$ cat config.mk
export PLATFORM = sky130hd
export DESIGN_NAME = alu_ctrl_mdu
export DESIGN_NICKNAME = d
export VERILOG_FILES = /design/src/rtl/alu_ctrl_mdu.sv
export SDC_FILE = /design/constraint.sdc
export NUM_CORES = 1
export LEC_CHECK = 0
export CAP_MARGIN = 5
export CORE_ASPECT_RATIO = 0.7
export CORE_MARGIN = 2
export CORE_UTILIZATION = 40
export DETAILED_ROUTE_END_ITERATION = 7
export PLACE_DENSITY_LB_ADDON = 0.2
export SLEW_MARGIN = 20
export SYNTH_ARGS = -nofsm -noshare
export SYNTH_HDL_FRONTEND = slang
export SYNTH_SLANG_ARGS = --single-unit
$ cat constraint.sdc
create_clock -name clk -period 5.3 [get_ports clk]
set_input_delay 1.06 -clock clk [delete_from_list [all_inputs] [get_ports clk]]
set_output_delay 1.06 -clock clk [all_outputs]
set_load 0.01 [all_outputs]
$ cat src/rtl/alu_ctrl_mdu.sv
// ALU control decode plus an iterative multiply/divide unit with HI/LO registers.
// One DATA_W-cycle shift-add / restoring-divide pass on magnitudes, then one sign-fix cycle.
module alu_ctrl_mdu #(
    parameter int DATA_W = 32
) (
    input  logic              clk,
    input  logic              rst_n,
    input  logic              in_valid,
    input  logic [3:0]        ID_EX_ALUOp,
    input  logic [25:0]       ID_EX_instr26,
    input  logic [DATA_W-1:0] op_a,
    input  logic [DATA_W-1:0] op_b,
    input  logic              flush,
    output logic [4:0]        alu_ctrl_out,
    output logic              stall_req,
    output logic              mdu_busy,
    output logic              mdu_done,
    output logic [DATA_W-1:0] hi,
    output logic [DATA_W-1:0] lo,
    output logic [DATA_W-1:0] hilo_rdata
);

    localparam int CW = (DATA_W > 2) ? $clog2(DATA_W) : 1;
    localparam logic [CW-1:0] LAST = CW'(DATA_W - 1);

    localparam logic [5:0] F_SLL  = 6'h00, F_SRL  = 6'h02, F_SRA  = 6'h03;
    localparam logic [5:0] F_SLLV = 6'h04, F_SRLV = 6'h06, F_SRAV = 6'h07;
    localparam logic [5:0] F_MFHI = 6'h10, F_MTHI = 6'h11, F_MFLO = 6'h12, F_MTLO = 6'h13;
    localparam logic [5:0] F_MULT = 6'h18, F_MULTU = 6'h19, F_DIV = 6'h1A, F_DIVU = 6'h1B;
    localparam logic [5:0] F_ADD  = 6'h20, F_ADDU = 6'h21, F_SUB = 6'h22, F_SUBU = 6'h23;
    localparam logic [5:0] F_AND  = 6'h24, F_OR   = 6'h25, F_XOR = 6'h26, F_NOR  = 6'h27;
    localparam logic [5:0] F_SLT  = 6'h2A, F_SLTU = 6'h2B;

    typedef enum logic [4:0] {
        OP_ADD  = 5'd0,  OP_ADDU = 5'd1,  OP_SUB  = 5'd2,  OP_SUBU  = 5'd3,
        OP_SLT  = 5'd4,  OP_SLTU = 5'd5,  OP_MULT = 5'd6,  OP_MULTU = 5'd7,
        OP_DIV  = 5'd8,  OP_DIVU = 5'd9,  OP_AND  = 5'd10, OP_OR    = 5'd11,
        OP_NOR  = 5'd12, OP_XOR  = 5'd13, OP_LUI  = 5'd14, OP_SLL   = 5'd15,
        OP_SRL  = 5'd16, OP_SRA  = 5'd17
    } alu_op_t;

    typedef enum logic [1:0] {IDLE, CALC, FIX} state_t;

    logic [5:0] funct;
    logic       rtype;
    alu_op_t    alu_op;

    assign funct = ID_EX_instr26[5:0];
    assign rtype = (ID_EX_ALUOp == 4'd0);

    always_comb begin
        alu_op = OP_ADD;
        if (rtype) begin
            case (funct)
                F_ADD:          alu_op = OP_ADD;
                F_ADDU:         alu_op = OP_ADDU;
                F_SUB:          alu_op = OP_SUB;
                F_SUBU:         alu_op = OP_SUBU;
                F_SLT:          alu_op = OP_SLT;
                F_SLTU:         alu_op = OP_SLTU;
                F_MULT:         alu_op = OP_MULT;
                F_MULTU:        alu_op = OP_MULTU;
                F_DIV:          alu_op = OP_DIV;
                F_DIVU:         alu_op = OP_DIVU;
                F_AND:          alu_op = OP_AND;
                F_OR:           alu_op = OP_OR;
                F_NOR:          alu_op = OP_NOR;
                F_XOR:          alu_op = OP_XOR;
                F_SLL, F_SLLV:  alu_op = OP_SLL;
                F_SRL, F_SRLV:  alu_op = OP_SRL;
                F_SRA, F_SRAV:  alu_op = OP_SRA;
                default:        alu_op = OP_ADD;
            endcase
        end else begin
            case (ID_EX_ALUOp)
                4'd1:    alu_op = OP_ADD;
                4'd2:    alu_op = OP_ADDU;
                4'd3:    alu_op = OP_SUB;
                4'd4:    alu_op = OP_SUBU;
                4'd5:    alu_op = OP_SLT;
                4'd6:    alu_op = OP_SLTU;
                4'd7:    alu_op = OP_AND;
                4'd8:    alu_op = OP_OR;
                4'd9:    alu_op = OP_NOR;
                4'd10:   alu_op = OP_XOR;
                4'd11:   alu_op = OP_LUI;
                default: alu_op = OP_ADD;
            endcase
        end
    end

    assign alu_ctrl_out = alu_op;

    logic mdu_arith, mdu_class, op_signed, op_is_div, accept;

    assign mdu_arith = rtype && (funct == F_MULT || funct == F_MULTU ||
                                 funct == F_DIV  || funct == F_DIVU);
    assign mdu_class = mdu_arith || (rtype && (funct == F_MFHI || funct == F_MTHI ||
                                               funct == F_MFLO || funct == F_MTLO));
    assign op_signed = (funct == F_MULT) || (funct == F_DIV);
    assign op_is_div = (funct == F_DIV) || (funct == F_DIVU);

    state_t              state;
    logic [CW-1:0]       count;
    logic [DATA_W-1:0]   acc_hi, acc_lo, opnd;
    logic                is_div, neg_a, neg_b, div_zero;

    assign mdu_busy   = (state != IDLE);
    assign stall_req  = in_valid && mdu_class && mdu_busy;
    assign accept     = (state == IDLE) && in_valid && mdu_arith && !flush;
    assign hilo_rdata = (rtype && funct == F_MFHI) ? hi :
                        (rtype && funct == F_MFLO) ? lo : '0;

    logic [DATA_W-1:0]   a_mag, b_mag;
    logic [DATA_W:0]     mul_sum, div_shift, div_diff;
    logic                div_borrow, sign_q;
    logic [2*DATA_W-1:0] prod, prod_fix;
    logic [DATA_W-1:0]   q_fix, r_fix;

    always_comb begin
        a_mag      = (op_signed && op_a[DATA_W-1]) ? -op_a : op_a;
        b_mag      = (op_signed && op_b[DATA_W-1]) ? -op_b : op_b;
        // acc_lo holds the multiplier (mult) or the dividend bits still to shift in (div)
        mul_sum    = {1'b0, acc_hi} + (acc_lo[0] ? {1'b0, opnd} : '0);
        div_shift  = {acc_hi, acc_lo[DATA_W-1]};
        div_diff   = div_shift - {1'b0, opnd};
        div_borrow = div_shift < {1'b0, opnd};
        sign_q     = neg_a ^ neg_b;
        prod       = {acc_hi, acc_lo};
        prod_fix   = sign_q ? -prod : prod;
        q_fix      = div_zero ? '1 : (sign_q ? -acc_lo : acc_lo);
        r_fix      = neg_a ? -acc_hi : acc_hi;
    end

    logic unused_bits;
    assign unused_bits = ^{ID_EX_instr26[25:6], div_diff[DATA_W]};

    always_ff @(posedge clk or negedge rst_n) begin
        if (!rst_n) begin
            state    <= IDLE;
            count    <= '0;
            acc_hi   <= '0;
            acc_lo   <= '0;
            opnd     <= '0;
            is_div   <= 1'b0;
            neg_a    <= 1'b0;
            neg_b    <= 1'b0;
            div_zero <= 1'b0;
            hi       <= '0;
            lo       <= '0;
            mdu_done <= 1'b0;
        end else begin
            mdu_done <= 1'b0;
            if (flush) begin
                state <= IDLE;
                count <= '0;
            end else begin
                case (state)
                    IDLE: if (accept) begin
                        state    <= CALC;
                        count    <= '0;
                        is_div   <= op_is_div;
                        neg_a    <= op_signed && op_a[DATA_W-1];
                        neg_b    <= op_signed && op_b[DATA_W-1];
                        div_zero <= op_is_div && (op_b == '0);
                        acc_hi   <= '0;
                        acc_lo   <= op_is_div ? a_mag : b_mag;
                        opnd     <= op_is_div ? b_mag : a_mag;
                    end
                    CALC: begin
                        if (is_div) begin
                            acc_hi <= div_borrow ? div_shift[DATA_W-1:0] : div_diff[DATA_W-1:0];
                            acc_lo <= {acc_lo[DATA_W-2:0], !div_borrow};
                        end else begin
                            acc_hi <= mul_sum[DATA_W:1];
                            acc_lo <= {mul_sum[0], acc_lo[DATA_W-1:1]};
                        end
                        if (count == LAST) begin
                            state <= FIX;
                            count <= '0;
                        end else begin
                            count <= count + 1'b1;
                        end
                    end
                    FIX: begin
                        hi       <= is_div ? r_fix : prod_fix[2*DATA_W-1:DATA_W];
                        lo       <= is_div ? q_fix : prod_fix[DATA_W-1:0];
                        mdu_done <= 1'b1;
                        state    <= IDLE;
                    end
                    default: state <= IDLE;
                endcase
            end
            // MTHI/MTLO stall while busy, so they never collide with the FIX writeback
            if (in_valid && !stall_req && rtype && funct == F_MTHI) hi <= op_a;
            if (in_valid && !stall_req && rtype && funct == F_MTLO) lo <= op_a;
        end
    end

endmodule

==> tab_implementation.tex <==
\begin{tabular}{lr}
\hline
Metric & Value \\
\hline
\multicolumn{2}{l}{\textbf{Clock network}} \\
\quad Number of buffers on the longest clock path & 2 \\
\quad Clk sink count & between 150 and 200 \\
\quad Number of buffers inserted during clock tree synthesis & 17 \\
\quad Clk pin slew, worst setup/hold paths & 70 ps \\
\quad Post\_cts resized & 0 \\
\quad Clock tree from TritonCTS & done \\
\quad Clock latency on the worst-skew pair & about 470 ps \\
\quad Quantity of hold-fixing buffers added after cts & 0 \\
\quad Post-CTS Setup Repair Bufs & 0 \\
\quad CTS Root Buffer Type & sky130\_fd\_sc\_hd\_\_clkbuf\_16 \\
\quad Number of levels the H-tree was split into & 4 \\
\multicolumn{2}{l}{\textbf{Timing}} \\
\quad Final period util & 90.1\% \\
\quad Setup tns final & 0 ps \\
\quad Post-layout min period & 4770 ps \\
\quad Final-report setup violation count & 0 \\
\quad Hold Vio Cnt, Final & 0 \\
\quad Worst slew margin relative to its limit & 31.4\% \\
\quad Setup repair after global routing missed its margin & no \\
\quad Worst hold-check slack & 484 ps \\
\quad Pin slew with the least headroom to its limit & 1030 ps \\
\quad Peak Freq & 209 MHz \\
\quad Slew Limit Fails & 0 \\
\quad Fin Clk Skew & 12.1 ps \\
\multicolumn{2}{l}{\textbf{Global routing}} \\
\quad Number of antenna violations at the first check in global routing & 0 \\
\quad Via count of the first global-routing pass & 14700 \\
\quad Leftover overflow at the end of global routing & 0 \\
\quad Largest net degree at the start of global routing & slightly above 90 \\
\quad First-pass GRT wire length & 91400 um \\
\quad GRT Total Usage & 30.0\% \\
\multicolumn{2}{l}{\textbf{Critical path}} \\
\quad Critical Path RT & 4240 ps \\
\quad Maximum fanout count along the critical path & 32 \\
\quad Crit path DAT & $\sim$3700 ps \\
\quad Biggest cell delay along the critical path & 600 ps \\
\quad Path type of the worst setup path & input port to output port \\
\quad Type of destination of the critical path & output port \\
\quad Cell occurring most often along the worst timing path & sky130\_fd\_sc\_hd\_\_clkdlybuf4s50\_1 \\
\quad Master of the slowest instance on the critical path & sky130\_fd\_sc\_hd\_\_clkdlybuf4s50\_1 \\
\quad Startpoint type of the worst setup path & input port \\
\quad Cells along the critical path & clkdlybuf4s50\_1, or3b\_1, nor3\_1, and3b\_1, buf\_4, a22o\_1, clkdlybuf4s50\_1 \\
\multicolumn{2}{l}{\textbf{Synth}} \\
\quad Number of enable-type register cells in the synthesized netlist & 0 \\
\quad Count of cell types in the netlist & 83 \\
\quad Synth Area in Adders & 6.65\% \\
\quad Synthesized instance count & between 2000 and 2500 \\
\quad Number of warnings reported in the yosys synthesis log & 0 \\
\quad Register bit count reported by yosys & 172 \\
\quad Synth Area in Simple Gates & 20.0\% \\
\quad Mean Syn Cell Area & 7.77 um\^{}2 \\
\quad Share of the synthesized area in compound gates (AO/OA/AOI/OAI) & 26.8\% \\
\quad Largest family of logic cells by synthesized area & compound AO/OA/AOI/OAI gates \\
\quad Sequential-to-total area share from yosys stat & 27.5\% \\
\quad Area share of xor/xnor cells in the synthesized design & 9.23\% \\
\quad Post-synthesis mux area share & 4.92\% \\
\quad Async set-or-reset flop fraction in the synthesized netlist & 100\% \\
\quad Syn Nets & between 2000 and 2500 \\
\quad Main synth FF type & sky130\_fd\_sc\_hd\_\_dfrtp\_1 \\
\quad Cell area after technology mapping & $\sim$0.016 mm\^{}2 \\
\multicolumn{2}{l}{\textbf{Floorplan}} \\
\quad Overall die width & 240 um \\
\quad Top-level I/O count & 202 \\
\quad Vertical extent of the die & 170 um \\
\quad Effective utilization at floorplan & 40.7\% \\
\quad Die footprint & 0.0408 mm\^{}2 \\
\quad Placeable Area & 0.0385 mm\^{}2 \\
\quad Total number of placement rows & 60 \\
\multicolumn{2}{l}{\textbf{Layout}} \\
\quad Final std cell area, no fill & 0.0186 mm\^{}2 \\
\quad Area growth from synthesis to layout & 18.7\% \\
\quad Layout cells sized above 1 & 5.46\% \\
\quad Inserted Diodes & 0 \\
\quad Commonest non-fill, non-tap cell in the layout & sky130\_fd\_sc\_hd\_\_nor2\_1 \\
\quad Utilization of the core after routing & 48.3\% \\
\quad Commonest non-fill, non-tap cells in the layout & sky130\_fd\_sc\_hd\_\_nor2\_1, sky130\_fd\_sc\_hd\_\_nand2\_1, sky130\_fd\_sc\_hd\_\_o21ai\_0, sky130\_fd\_sc\_hd\_\_clkdlybuf4s50\_1, sky130\_fd\_sc\_hd\_\_dfrtp\_1 \\
\quad Nets & around 2300 \\
\multicolumn{2}{l}{\textbf{Placement}} \\
\quad Number of buffers added on ports & 181 \\
\quad Cell area after placement & 0.0180 mm\^{}2 \\
\quad Placer's final routability congestion estimate & roughly 0.94 \\
\quad Post-detailed-placement half-perimeter wirelength & 47900 um \\
\multicolumn{2}{l}{\textbf{Drt}} \\
\quad Final Routed Wirelength & 61400 um \\
\quad Via count normalized by instance count & 6.08 \\
\quad Routed len/inst & approximately 23 um \\
\quad Drt drc & 0 \\
\quad Vias after detailed routing & $\sim$16000 \\
\quad Violation count after the first detailed-routing iteration & 1869 \\
\quad Pre-Repair DR Iteration Count & 8 \\
\quad Post-detailed-route count of antenna-violating nets & 0 \\
\multicolumn{2}{l}{\textbf{Outcome}} \\
\quad Run status & finished clean \\
\multicolumn{2}{l}{\textbf{Min path}} \\
\quad Class of the worst hold path & register to register \\
\multicolumn{2}{l}{\textbf{Pwr}} \\
\quad Portion of total power attributed to combinational logic & 21.0\% \\
\quad Largest vdd supply drop & roughly 0.21 mV \\
\quad Part of the power in registers & 41.5\% \\
\quad Net switching power & roughly 1.1 mW \\
\quad Cell-internal power & 2.31 mW \\
\quad Fraction of power spent switching nets & about 33\% \\
\quad Standby leakage power & just under 8 nW \\
\quad Total power density per cell area & 186 mW/mm\^{}2 \\
\quad Clock share of power & 37.4\% \\
\multicolumn{2}{l}{\textbf{Flow run}} \\
\quad Count of maximum capacitance violations & 0 \\
\hline
\end{tabular}
[routing by layer]
layer / vias to the layer above / GRT usage [%] / wire (um)
li1: 7525 / - / -
met1: 7861 / 45.8 / 29300
met2: 775 / 39.7 / 23600
met3: 62 / 9.68 / 7240
met4: 2 / 7.02 / 1190
met5: - / 1.45 / 80
[logic make-up (layout without fill, tap and decap cells)]
group           after synthesis  in the layout
mux                          76             76
compound gates              650            650
simple gates                675            675
flops                       172            172
fa+ha+maj                    82             82
buf+inv                     196            321
xor+xnor                    165            165
[worst paths after layout]
path | startpoint | endpoint | slack, ps | cells after the start
worst max-delay path | ID_EX_instr26[4] | hilo_rdata[29] | 530 | 7
worst min-delay path | count[3] | count[3] | 480 | 1
worst max register to register | acc_lo[0] | acc_hi[31] | 1030 | 13
worst min register to register | count[3] | count[3] | 480 | 1
max in group asynchronous | rst_n | is_div | 3540 | 2
min in group asynchronous | rst_n | lo[11] | 680 | 1
[metrics by stage]
| stage | instances | setup WS [ps] | power, mW |
|---|---|---|---|
| finish | 2668 | 525 | 3.45 |
| global route | 2668 | 431 | 3.57 |
| CTS | 2668 | 590 | 3.43 |
| detailed placement | 2637 | 600 | 2.16 |
| global placement | 2637 | 625 | 2.15 |
| floorplan | 2016 | 1650 | 1.83 |
[registers in the layout (all words and copies together) (netlist names)]
name / count
acc_hi: 32
acc_lo: 32
count: 5
div_zero: 1
hi: 32
is_div: 1
lo: 32
mdu_done: 1
neg_a: 1
neg_b: 1
opnd: 32
state: 2
[layout make-up]
class / count / area (um^2)
Fill cell: 3721 / 19900
Tap cell: 527 / 659
Timing Repair Buffer: 222 / 2160
Sequential cell: 172 / 4310
Clock buffer: 19 / 443
Multi-Input combinational cell: 1648 / 10600
Clock inverter: 12 / 130
Inverter: 68 / 255
[Yosys cell counts, types with 13 or more instances]
master	instances	area share, %
sky130_fd_sc_hd__nor2_1	246	5.9
sky130_fd_sc_hd__nand2_1	222	5.3
sky130_fd_sc_hd__o21ai_0	181	5.8
sky130_fd_sc_hd__dfrtp_1	172	27
sky130_fd_sc_hd__a21oi_1	137	4.4
sky130_fd_sc_hd__clkbuf_1	111	2.7
sky130_fd_sc_hd__xnor2_1	91	5.1
sky130_fd_sc_hd__ha_1	80	6.4
sky130_fd_sc_hd__xor2_1	74	4.1
sky130_fd_sc_hd__mux2i_1	68	4.3
sky130_fd_sc_hd__inv_1	66	1.6
sky130_fd_sc_hd__a22oi_1	47	2.3
sky130_fd_sc_hd__a31oi_1	40	1.6
sky130_fd_sc_hd__a22o_1	35	2.0
sky130_fd_sc_hd__nand3_1	34	1.1
sky130_fd_sc_hd__nor3_1	32	1.0
sky130_fd_sc_hd__a21o_1	31	1.5
sky130_fd_sc_hd__o31ai_1	22	1.1
sky130_fd_sc_hd__a221o_1	20	1.3
sky130_fd_sc_hd__and2_1	17	0.68
sky130_fd_sc_hd__nand2b_1	16	0.64
sky130_fd_sc_hd__nor4_1	16	0.64
sky130_fd_sc_hd__o22ai_1	15	0.60
sky130_fd_sc_hd__a211oi_1	14	0.67
sky130_fd_sc_hd__o211ai_1	14	0.67
sky130_fd_sc_hd__nand4_1	13	0.52
[power by group through the flow]
stage / combinational (mW) / sequential, mW / clock [mW]
after floorplan: 0.408 / 1.43 / 0
after global placement: 0.695 / 1.45 / 0
after detailed placement: 0.703 / 1.45 / 0
after CTS: 0.708 / 1.43 / 1.30
after global routing: 0.787 / 1.44 / 1.35
final: 0.726 / 1.43 / 1.29
[worst max-delay path: cells and delay by family]
kind / cells / cell delay, ps
AND/OR/NAND/NOR: 3 / 990
buffers and inverters: 3 / 1450
AO/OA/AOI/OAI: 1 / 190
No activity file was read; power rests on OpenSTA's default activity.
